## config.mk

```make
export PLATFORM = sky130hd
export DESIGN_NAME = fp_div_unit
export DESIGN_NICKNAME = d
export VERILOG_FILES = /design/src/rtl/fp_div_unit.sv
export SDC_FILE = /design/constraint.sdc
export NUM_CORES = 1
export LEC_CHECK = 0
export ABC_AREA = 0
export CORE_MARGIN = 1
export CORE_UTILIZATION = 30
export CTS_CLUSTER_SIZE = 8
export DETAILED_ROUTE_END_ITERATION = 10
export PLACE_DENSITY_LB_ADDON = 0.3
export SLEW_MARGIN = 20
export SYNTH_ARGS = -nofsm -noshare
export SYNTH_HDL_FRONTEND = slang
export SYNTH_SLANG_ARGS = --single-unit
```

## constraint.sdc

```tcl
create_clock -name clk_i -period 6.3 [get_ports clk_i]
set_clock_uncertainty 0.2 [all_clocks]
set_input_delay 1.89 -clock clk_i [delete_from_list [all_inputs] [get_ports clk_i]]
set_output_delay 1.89 -clock clk_i [all_outputs]
set_load 0.01 [all_outputs]
```

## src/rtl/fp_div_unit.sv

```systemverilog
// Iterative IEEE-754 single-precision divider producing a truncated quotient plus guard/round/sticky.
// Define FP_DIV_RADIX4_EN to retire two quotient bits per DIVIDE cycle instead of one.
module fp_div_unit #(
    parameter int BIAS    = 127,
    parameter int Q_WIDTH = 26
) (
    input  logic        clk_i,
    input  logic        rst_i,
    input  logic        clk_en_i,
    input  logic        valid_i,
    input  logic [31:0] dividend_i,
    input  logic [31:0] divisor_i,
    output logic [31:0] to_round_unit_o,
    output logic [2:0]  grs_o,
    output logic        valid_o,
    output logic        fu_state_o,
    output logic        overflow_o,
    output logic        underflow_o,
    output logic        invalid_op_o,
    output logic        div_by_zero_o
);

    localparam logic FU_FREE = 1'b0;
    localparam logic FU_BUSY = 1'b1;
    localparam logic [31:0] QNAN = 32'h7FC0_0000;
    localparam logic signed [9:0] BIAS_S = 10'(BIAS);
`ifdef FP_DIV_RADIX4_EN
    localparam int STEP_BITS = 2;
`else
    localparam int STEP_BITS = 1;
`endif
    localparam logic [4:0] LAST_CNT = 5'(Q_WIDTH / STEP_BITS - 1);

    typedef enum logic [2:0] {S_IDLE, S_PREPARE, S_DIVIDE, S_NORMALIZE, S_VALID} state_e;

    state_e state, state_nx;
    logic [4:0] cnt;

    logic [31:0] op_a, op_b;
    logic [23:0] man_b;
    logic [24:0] rem;
    logic [Q_WIDTH-1:0] quo;
    logic signed [9:0] exp_q;
    logic sign_q;

    // One restoring step: {quotient bit, shifted partial remainder}.
    function automatic logic [25:0] div_step(input logic [24:0] r, input logic [23:0] d);
        logic        ge;
        logic [24:0] diff;
        ge   = (r >= {1'b0, d});
        diff = ge ? (r - {1'b0, d}) : r;
        return {ge, diff[23:0], 1'b0};
    endfunction

    // Exponent range saturation: {result, grs, overflow, underflow}.
    function automatic logic [36:0] pack_result(input logic s, input logic signed [9:0] e,
                                                input logic [22:0] m, input logic [2:0] grs);
        if (e >= 10'sd255)
            return {s, 8'hFF, 23'd0, 3'b000, 2'b10};
        else if (e <= 10'sd0)
            return {s, 31'd0, 3'b000, 2'b01};
        else
            return {s, e[7:0], m, grs, 2'b00};
    endfunction

    // Operand classification; denormals behave as zero.
    logic [7:0]  a_exp, b_exp;
    logic [22:0] a_frac, b_frac;
    logic a_zero, b_zero, a_inf, b_inf, a_nan, b_nan, a_snan, b_snan, res_sign;
    logic signed [9:0] exp_calc;

    assign a_exp    = op_a[30:23];
    assign b_exp    = op_b[30:23];
    assign a_frac   = op_a[22:0];
    assign b_frac   = op_b[22:0];
    assign a_zero   = (a_exp == 8'h00);
    assign b_zero   = (b_exp == 8'h00);
    assign a_inf    = (a_exp == 8'hFF) && (a_frac == 23'd0);
    assign b_inf    = (b_exp == 8'hFF) && (b_frac == 23'd0);
    assign a_nan    = (a_exp == 8'hFF) && (a_frac != 23'd0);
    assign b_nan    = (b_exp == 8'hFF) && (b_frac != 23'd0);
    assign a_snan   = a_nan && !a_frac[22];
    assign b_snan   = b_nan && !b_frac[22];
    assign res_sign = op_a[31] ^ op_b[31];
    assign exp_calc = $signed({2'b00, a_exp}) - $signed({2'b00, b_exp}) + BIAS_S;

    logic        spec_hit;
    logic [31:0] spec_res;
    logic [3:0]  spec_flags;

    always_comb begin
        spec_hit   = 1'b0;
        spec_res   = 32'd0;
        spec_flags = 4'b0000;
        if (a_nan || b_nan) begin
            spec_hit      = 1'b1;
            spec_res      = QNAN;
            spec_flags[1] = a_snan || b_snan;
        end else if ((a_zero && b_zero) || (a_inf && b_inf)) begin
            spec_hit      = 1'b1;
            spec_res      = QNAN;
            spec_flags[1] = 1'b1;
        end else if (a_inf) begin
            spec_hit = 1'b1;
            spec_res = {res_sign, 8'hFF, 23'd0};
        end else if (b_zero) begin
            spec_hit      = 1'b1;
            spec_res      = {res_sign, 8'hFF, 23'd0};
            spec_flags[0] = 1'b1;
        end else if (b_inf || a_zero) begin
            spec_hit = 1'b1;
            spec_res = {res_sign, 31'd0};
        end
    end

    // Divide stage: restoring steps against the latched divisor mantissa.
    logic [25:0] step1;
    assign step1 = div_step(rem, man_b);
`ifdef FP_DIV_RADIX4_EN
    logic [25:0] step2;
    assign step2 = div_step(step1[24:0], man_b);
`endif

    // Normalize stage: step1 here supplies the 27th quotient bit when q[25] is clear.
    logic [22:0] norm_man;
    logic        norm_g, norm_r, norm_s;
    logic signed [9:0] norm_exp;
    logic [31:0] norm_res;
    logic [2:0]  norm_grs;
    logic        norm_ovf, norm_unf;

    always_comb begin
        if (quo[Q_WIDTH-1]) begin
            norm_man = quo[Q_WIDTH-2:2];
            norm_g   = quo[1];
            norm_r   = quo[0];
            norm_s   = |rem;
            norm_exp = exp_q;
        end else begin
            norm_man = quo[Q_WIDTH-3:1];
            norm_g   = quo[0];
            norm_r   = step1[25];
            norm_s   = |step1[24:0];
            norm_exp = exp_q - 10'sd1;
        end
    end

    assign {norm_res, norm_grs, norm_ovf, norm_unf} =
        pack_result(sign_q, norm_exp, norm_man, {norm_g, norm_r, norm_s});

    always_ff @(posedge clk_i) begin
        if (rst_i)
            state <= S_IDLE;
        else if (clk_en_i)
            state <= state_nx;
    end

    always_comb begin
        state_nx = state;
        case (state)
            S_IDLE:      if (valid_i) state_nx = S_PREPARE;
            S_PREPARE:   state_nx = spec_hit ? S_VALID : S_DIVIDE;
            S_DIVIDE:    if (cnt == LAST_CNT) state_nx = S_NORMALIZE;
            S_NORMALIZE: state_nx = S_VALID;
            S_VALID:     state_nx = S_IDLE;
            default:     state_nx = S_IDLE;
        endcase
    end

    always_ff @(posedge clk_i) begin
        if (rst_i)
            cnt <= 5'd0;
        else if (clk_en_i)
            cnt <= (state == S_DIVIDE) ? cnt + 5'd1 : 5'd0;
    end

    always_ff @(posedge clk_i) begin
        if (clk_en_i) begin
            case (state)
                S_IDLE: begin
                    if (valid_i) begin
                        op_a <= dividend_i;
                        op_b <= divisor_i;
                    end
                end
                S_PREPARE: begin
                    man_b  <= {1'b1, b_frac};
                    rem    <= {2'b01, a_frac};
                    exp_q  <= exp_calc;
                    sign_q <= res_sign;
                    quo    <= '0;
                end
                S_DIVIDE: begin
`ifdef FP_DIV_RADIX4_EN
                    quo <= {quo[Q_WIDTH-3:0], step1[25], step2[25]};
                    rem <= step2[24:0];
`else
                    quo <= {quo[Q_WIDTH-2:0], step1[25]};
                    rem <= step1[24:0];
`endif
                end
                default: ;
            endcase
        end
    end

    always_ff @(posedge clk_i) begin
        if (rst_i) begin
            to_round_unit_o <= 32'd0;
            grs_o           <= 3'b000;
            overflow_o      <= 1'b0;
            underflow_o     <= 1'b0;
            invalid_op_o    <= 1'b0;
            div_by_zero_o   <= 1'b0;
        end else if (clk_en_i) begin
            if (state == S_PREPARE && spec_hit) begin
                to_round_unit_o <= spec_res;
                grs_o           <= 3'b000;
                {overflow_o, underflow_o, invalid_op_o, div_by_zero_o} <= spec_flags;
            end else if (state == S_NORMALIZE) begin
                to_round_unit_o <= norm_res;
                grs_o           <= norm_grs;
                overflow_o      <= norm_ovf;
                underflow_o     <= norm_unf;
                invalid_op_o    <= 1'b0;
                div_by_zero_o   <= 1'b0;
            end
        end
    end

    assign valid_o    = (state == S_VALID);
    assign fu_state_o = (state == S_IDLE) ? FU_FREE : FU_BUSY;

endmodule
```

== Yosys cells after proc, flatten, opt, wreduce, memory -nomap -nowiden ==
Cells that the tools add are included.

* Memories: 0
* Bits in registers: 196
* Bits in writable memories: 0
* Logic and storage cells: 107
* Latch bits: 0
* Bits in read-only memories: 0

* Multiplexer cells: 43
* Equal/unequal tests: 9
* Div/mod/pow operators: 0
* Shift operators: 0
* $add $sub $neg: 5
* $lt $le $gt $ge: 3
* Bitwise logic cells: 1
* Reduce and logical (&&, ||, !) cells: 31
* $mul: 0

{| class="wikitable"
|+ Operators with widths
! operator !! count
|-
| 2-to-1 mux 32 bit || 7
|-
| 2-to-1 mux 36 bit || 2
|-
| case mux 26 bit (2 select lines) || 1
|-
| case mux 25 bit (2 select lines) || 1
|-
| logical NOT 23 bit || 2
|-
| nonzero test 23 bit || 2
|-
| >= comparator 25 x 24 -> 1 bit || 1
|-
| OR reduction 25 bit || 1
|-
| 2-to-1 mux 24 bit || 1
|-
| OR reduction 24 bit || 1
|-
| subtractor 24 bit || 1
|-
| 2-to-1 mux 23 bit || 1
|-
| 2-to-1 mux 1 bit || 22
|-
| == test 8 bit, second input constant || 2
|-
| logical NOT 8 bit || 2
|-
| 2-to-1 mux 3 bit || 5
|-
| case mux 3 bit (4 select lines) || 1
|-
| adder 9 x 8 -> 10 bit, second input constant || 1
|-
| >= comparator 10 x 9 -> 1 bit, second input constant || 1
|-
| less-or-equal comparator 10 x 1 -> 1 bit, second input constant || 1
|-
| 2-to-1 mux 10 bit || 1
|-
| subtractor 10 x 2 -> 10 bit, second input constant || 1
|-
| logical AND 1 bit || 9
|-
| subtractor 8 x 8 -> 9 bit || 1
|-
| other kinds (14) || 24
|}

== Longest topological paths before layout ==
* Depth after elaboration: 11
* Depth in mapped cells: 14

== Worst setup path after synthesis ==
Ideal clock, no wire load.

* Path kind: input-to-reg
* From: in clk_en_i
* To: reg op_a[0], enable pin
* Path slack: 0.756 ns
* Library setup time: 0.486 ns
* Arrival time: 4.858 ns
* Data required time: 5.614 ns
* Cell stages on the path: 3
* Path buffers: 1
* Path through: clkbuf_1 nand2_1 nor2_1

* Cells in the longest elaborated chain, start to end: 1

{| class="wikitable"
|+ RTL lines
! what !! line !! RTL
|-
| from (decl) || 9 || <nowiki>input logic clk_en_i,</nowiki>
|-
| AND reduction 3 bit (no source line) || n/a ||
|-
| to (signal assigned) || 182 || <nowiki>op_a <= dividend_i;</nowiki>
|-
| to (decl) || 39 || <nowiki>logic [31:0] op_a, op_b;</nowiki>
|}

Every way passes these cells.
A chain may end at the register's enable or synchronous reset.

== Worst setup path in the final report ==
* From: in clk_en_i
* To: reg grs_o[0]

* Cells in the longest elaborated chain, start to end: 1

{| class="wikitable"
|+ RTL lines
! what !! line !! RTL
|-
| AND reduction 2 bit (no source line) || n/a ||
|-
| to (signal assigned) || 222 || <nowiki>grs_o <= norm_grs;</nowiki>
|-
| to (decl) || 14 || <nowiki>output logic [2:0] grs_o,</nowiki>
|}

Every way passes these cells.

==> flow_summary.json <==
{
  "timing.critical_path.arrival_ns": 4.55,
  "ys_warn_count": 0,
  "antenna_found_initial": 0,
  "nets": 1149,
  "timing.fmax_mhz": 223,
  "seqPwrFrac_pct": 51.6,
  "synth-edff-count": 149,
  "yosys.cell_types.count": 76,
  "post_drt_wl_per_cell_um": 15.9,
  "synthTopCellsByCount": "sky130_fd_sc_hd__edfxtp_1, sky130_fd_sc_hd__nand2_1, sky130_fd_sc_hd__nor2_1, sky130_fd_sc_hd__a21oi_1, sky130_fd_sc_hd__inv_1",
  "setup_tns_ns": 0,
  "wl_um": 23800,
  "clock_insertion_delay_worst_skew_ns": 0.43,
  "synthesis.nets": 1058,
  "synthToLayoutAreaGrowth_pct": 20.6,
  "totalPowerFinal_uw": 2840,
  "gr-total-overflow": 0,
  "flip_flop_and_latch_count_after_synthesis": 196,
  "synth_largest_type_area_fraction_pct": 44.2,
  "cts.sink_count": 196,
  "worst-endpoint-required_ns": 6.37,
  "crit_path_max_fanout": 42,
  "yosysMostFrequentCell": "sky130_fd_sc_hd__edfxtp_1",
  "htree_levels": 4,
  "final_period_minus_worst_setup_slack_ns": 4.47,
  "maximum_buffer_depth_of_the_clock_tree": 2,
  "startpoint": "clk_en_i",
  "die_h_um": 186,
  "yosysTopAreaCell": "sky130_fd_sc_hd__edfxtp_1",
  "critical_path.endpoint_type": "flip-flop",
  "hold_path_class": "flip-flop to flip-flop",
  "power.static_leakage_uw": 0.00437,
  "dp.final_hpwl_um": 17400,
  "layout-drive-gt1-share_pct": 8.99,
  "io_buffer_count": 108,
  "cell_area_power_density_nw_per_um2": 233,
  "finalHoldViolations": 0,
  "switching_share_pct": 24.4,
  "critical_path.reg2reg.startpoint": "rem[20]",
  "timing_worst_slew_pin_value_ns": 0.996,
  "p_sw_uw": 693,
  "vias_per_cell": 4.91,
  "post_synth_instance_area_um2": 10100,
  "cts.reportedPaths.clkPinSlew_ns": 0.07,
  "detailedRoute.firstPassIterationCount": 5,
  "dieArea_um2": 34500,
  "min_path_cells": 2,
  "holdWs_ns": 0.250,
  "share_of_the_core_filled_with_cells_pct": 37.2,
  "cts.repair_timing.setup_buffer_count": 0,
  "pin_count_of_the_biggest_net_entering_global_routing": 65,
  "numCtsBuffers": 17,
  "worstHoldStart": "to_round_unit_o[5]",
  "netlist_instances": 953,
  "worst_hold_path.endpoint": "to_round_unit_o[5]",
  "power_frac_comb_pct": 10.0,
  "syn_area_per_cell_um2": 10.6,
  "detailroute.via_count": 7362,
  "initial_utilization_pct": 30.8,
  "drt-initial-drc-count": 472,
  "maxSlewViolCount": 0,
  "classification_of_the_worst_setup_path": "input pin to flip-flop",
  "tritoncts": "done",
  "grt_setup_unrepaired": "false",
  "ioPinCount": 109,
  "relSlewSlack_pct": 33.5,
  "cts_hold_repair.buffers": 0,
  "internal_power_uw": 2150,
  "first_global_vias": 7396,
  "synth_top_flop_cell": "sky130_fd_sc_hd__edfxtp_1",
  "synth_async_sr_flop_share_pct": 0,
  "r2r_setup_slack_ns": 2.47,
  "rows": 66,
  "global_route.usage.total_pct": 14.6,
  "core_region_area_um2": 32900,
  "clock_power_share_pct": 38.4,
  "gp_congestion": 0.854,
  "chip_width_um": 186,
  "global_route_wire_length_before_repair_um": 39000,
  "num_antenna_cells": 0,
  "clockRootBuffer": "sky130_fd_sc_hd__clkbuf_16",
  "outcome": "completed",
  "worstSetupStartpointType": "input pin",
  "post_synth_main_area_contributors": "sky130_fd_sc_hd__edfxtp_1, sky130_fd_sc_hd__dfxtp_1, sky130_fd_sc_hd__ha_1",
  "max_cap_viol_count": 0,
  "ys_seq_area_share_pct": 53.5,
  "vdd_ir_drop_max_mv": 0.175,
  "post_detailed_route_count_of_antenna_violating_nets": 0,
  "finalSetupViolCount": 0,
  "worst_r2r_path_depth": 10,
  "worst_r2r_endpoint": "grs_o[0]",
  "cts.repair.resized": 0,
  "drt_drc_violations_left": 0,
  "post-route-period-util_pct": 71.0
}
-- worst max-delay path, stage by stage --
cell and delay, ns:
sky130_fd_sc_hd__clkdlybuf4s50_1 0.64, sky130_fd_sc_hd__clkinv_1 0.31, sky130_fd_sc_hd__nor2_1 0.21, sky130_fd_sc_hd__o211a_1 0.17
sky130_fd_sc_hd__buf_4 0.39, sky130_fd_sc_hd__o2111ai_1 0.15, sky130_fd_sc_hd__nor4_1 0.33, sky130_fd_sc_hd__nand4bb_1 0.16
sky130_fd_sc_hd__a21boi_1 0.17, sky130_fd_sc_hd__a311oi_1 0.10
-- power groups by stage --
stage | Sequential [µW] | Clock, µW | Combinational [µW]
floorplan | 1490 | 0 | 191
global placement | 1500 | 0 | 281
detailed placement | 1500 | 0 | 283
CTS | 1470 | 1120 | 285
global route | 1470 | 1170 | 319
finish | 1470 | 1090 | 283
-- through the flow --
step / area [µm²] / instances / setup WS, ns
6_report: 12200 / 1499 / 1.83
5_1_grt: 12200 / 1499 / 1.61
4_1_cts: 12200 / 1499 / 1.86
3_5_place_dp: 11600 / 1467 / 1.40
3_3_place_gp: 11600 / 1467 / 1.54
2_1_floorplan: 10100 / 953 / 0.756
-- sequential cells by signal, indices dropped and copies added, names as in the netlist, 3 cells and up --
signal and count:
op_b 32, man_b 23, state 3, op_a 32, cnt 5, grs_o 3
quo 26, to_round_unit_o 32, exp_q 10, rem 25
-- per-layer routing --
metal  share of wire, %  GRT usage (%)  vias to the layer above
met5                  0              0                        -
met1                 49           19.8                     3455
met4                2.0           5.02                        0
met3                4.5           2.72                       29
li1                   -              -                     3694
met2                 45           23.1                      184
-- worst max-delay path by stage --
stage / endpoint / slack [ns] / cells after the start
3_3_place_gp: grs_o[0] / 1.54 / 10
4_1_cts: grs_o[0] / 1.86 / 10
3_5_place_dp: grs_o[0] / 1.40 / 10
6_report: grs_o[0] / 1.83 / 10
5_1_grt: grs_o[0] / 1.61 / 10
2_1_floorplan: op_a[0] / 0.76 / 3
-- final cells by class --
type	count	area [µm²]
fill	3254	20700
sequential	196	5420
multi-input combinational	657	4300
timing repair buffer	117	1140
tap	442	553
clock buffer	23	510
inverter	55	206
clock inverter	9	81.3
-- layout by cell type (no fill, tap or decap), drive strengths merged, types with 5 or more instances in the layout --
cell type / n
a211oi: 16
a21boi: 5
a21o: 7
a21oi: 72
and2: 5
and3: 28
buf: 10
clkbuf: 23
clkdlybuf4s50: 107
dfxtp: 47
edfxtp: 149
ha: 35
inv: 62
mux2: 25
mux2i: 17
nand2: 96
nand2b: 8
nand3: 30
nand3b: 5
nand4: 18
nor2: 78
nor3: 18
nor3b: 7
nor4: 23
o2111ai: 6
o211ai: 6
o21ai: 51
or2: 5
or3: 5
or4: 7
xnor2: 20
xor2: 15
-- kinds of logic after synthesis --
kind of cell / count (synthesis) / synth area share [%]
compound gates: 197 / 12.7
simple gates: 346 / 17.3
fa+ha+maj: 37 / 4.72
flops: 196 / 53.5
xor+xnor: 35 / 3.03
mux: 42 / 4.46
buf+inv: 100 / 4.28
Power figures use the tool's default switching activity.
==> patch: new RTL, same flow settings <==
The option `FP_DIV_RADIX4_EN` is turned on by a define.
--- a/src/rtl/fp_div_unit.sv
+++ b/src/rtl/fp_div_unit.sv
@@ -2,2 +2,4 @@
 // Define FP_DIV_RADIX4_EN to retire two quotient bits per DIVIDE cycle instead of one.
+`define FP_DIV_RADIX4_EN
+
 module fp_div_unit #(
Formal check against the unedited RTL: no difference found for any inputs over 4 cycles, from zero or initial values and one cycle with rst_i high; that may be too few to reach the edited logic, so the function may still have changed.
==> patch against the unedited design <==
  * Setup slack worse by 1.5 ns
  * Area after synthesis is 14% higher
  * First-iteration DRC count is 59% higher
  * Routed wire length is 34% higher
  * Via count is 25% higher
  * Cell count is 20% higher
  * Critical path depth is 13 higher
  * Design area is 14% higher
  * Sequential cell count stayed put
  * Highest routed layer unchanged
Power is not compared: it rests on default switching activity, and its combinational part moved more than twofold at a synthesized area within 25%.
==> patch: results (changes against the unedited design) <==
[layout]
finalNonFillerCells = 1794  ; +20%
nets = 1398  ; +22%
fillers = 3790  ; +16%
buffers = 136  ; +16%
clkCellAreaFrac = 0.0424  ; -0.00612

[worst_setup_path]
critical-path-max-stage-delay_ns = 0.43  ; -0.21 ns
cpMaxStageDelayCell = edfxtp_1
crit_end = rem[2]
rrSetupSlack_ns = 0.28  ; -2.19 ns
cp_top_family = compound AO/OA/AOI/OAI gates

[global_route]
grt_pass1_vias = 9011  ; +22%
use_met1 = 0.234  ; +0.0362
grt_pass1_wl_um = 49700  ; +28%
grt_use_total = 0.166  ; +0.0204

[logic_synthesis]
synthTopCellsByCount = edfxtp_1 (149), nor2_1 (102), nand2_1 (90)
synth_nets = 1286  ; +22%
synth.distinct_cells = 79  ; +3.9%

[outcome]
status = finished clean

[placed_design]
dpl.hpwl_um = 24400  ; +41%
place_inst = 1762  ; +20%
dp_slack_ns = 0.180  ; -1.22 ns

[routing]
met2WireLength_um = 14200  ; +33%
routed-wl-met3_um = 2030  ; +91%
wl_per_cell_um = 17.7  ; +12%

[sta]
slew_headroom = 0.322  ; -0.0127
max_freq_ghz = 0.166  ; -26%

[pwr]
fin_total_pwr_mw = 3.24

==> patch: cell types whose count changed after synthesis, moves of 19 or more <==
cell     delta
a21o_1     +22
and2_1     +33
ha_1       +22
mux2_2     -23
nor2_1     +25
nor3_1     +39
xnor2_1    +19
==> patch: cells by family (layout without fill, tap and decap cells) <==
group           Yosys count  count (layout)  share of synthesized area
simple gates            420             420                      0.183
xor+xnor                 64              64                     0.0487
buf+inv                 103             228                     0.0352
compound gates          278             278                      0.162
fa+ha+maj                61              61                     0.0681
flops                   196             196                      0.471
mux                      36              36                     0.0325
==> patch: worst min-delay path by stage <==
stage                  start        end  slack [ns]  depth (start not counted)
CTS                 op_b[19]  man_b[19]        0.25                          0
finish              op_b[12]  man_b[12]        0.25                          0
global placement     op_b[8]   man_b[8]        0.24                          0
floorplan           op_b[10]  man_b[10]        0.23                          0
detailed placement  op_b[12]  man_b[12]        0.24                          0
global route        op_b[14]  man_b[14]        0.27                          0
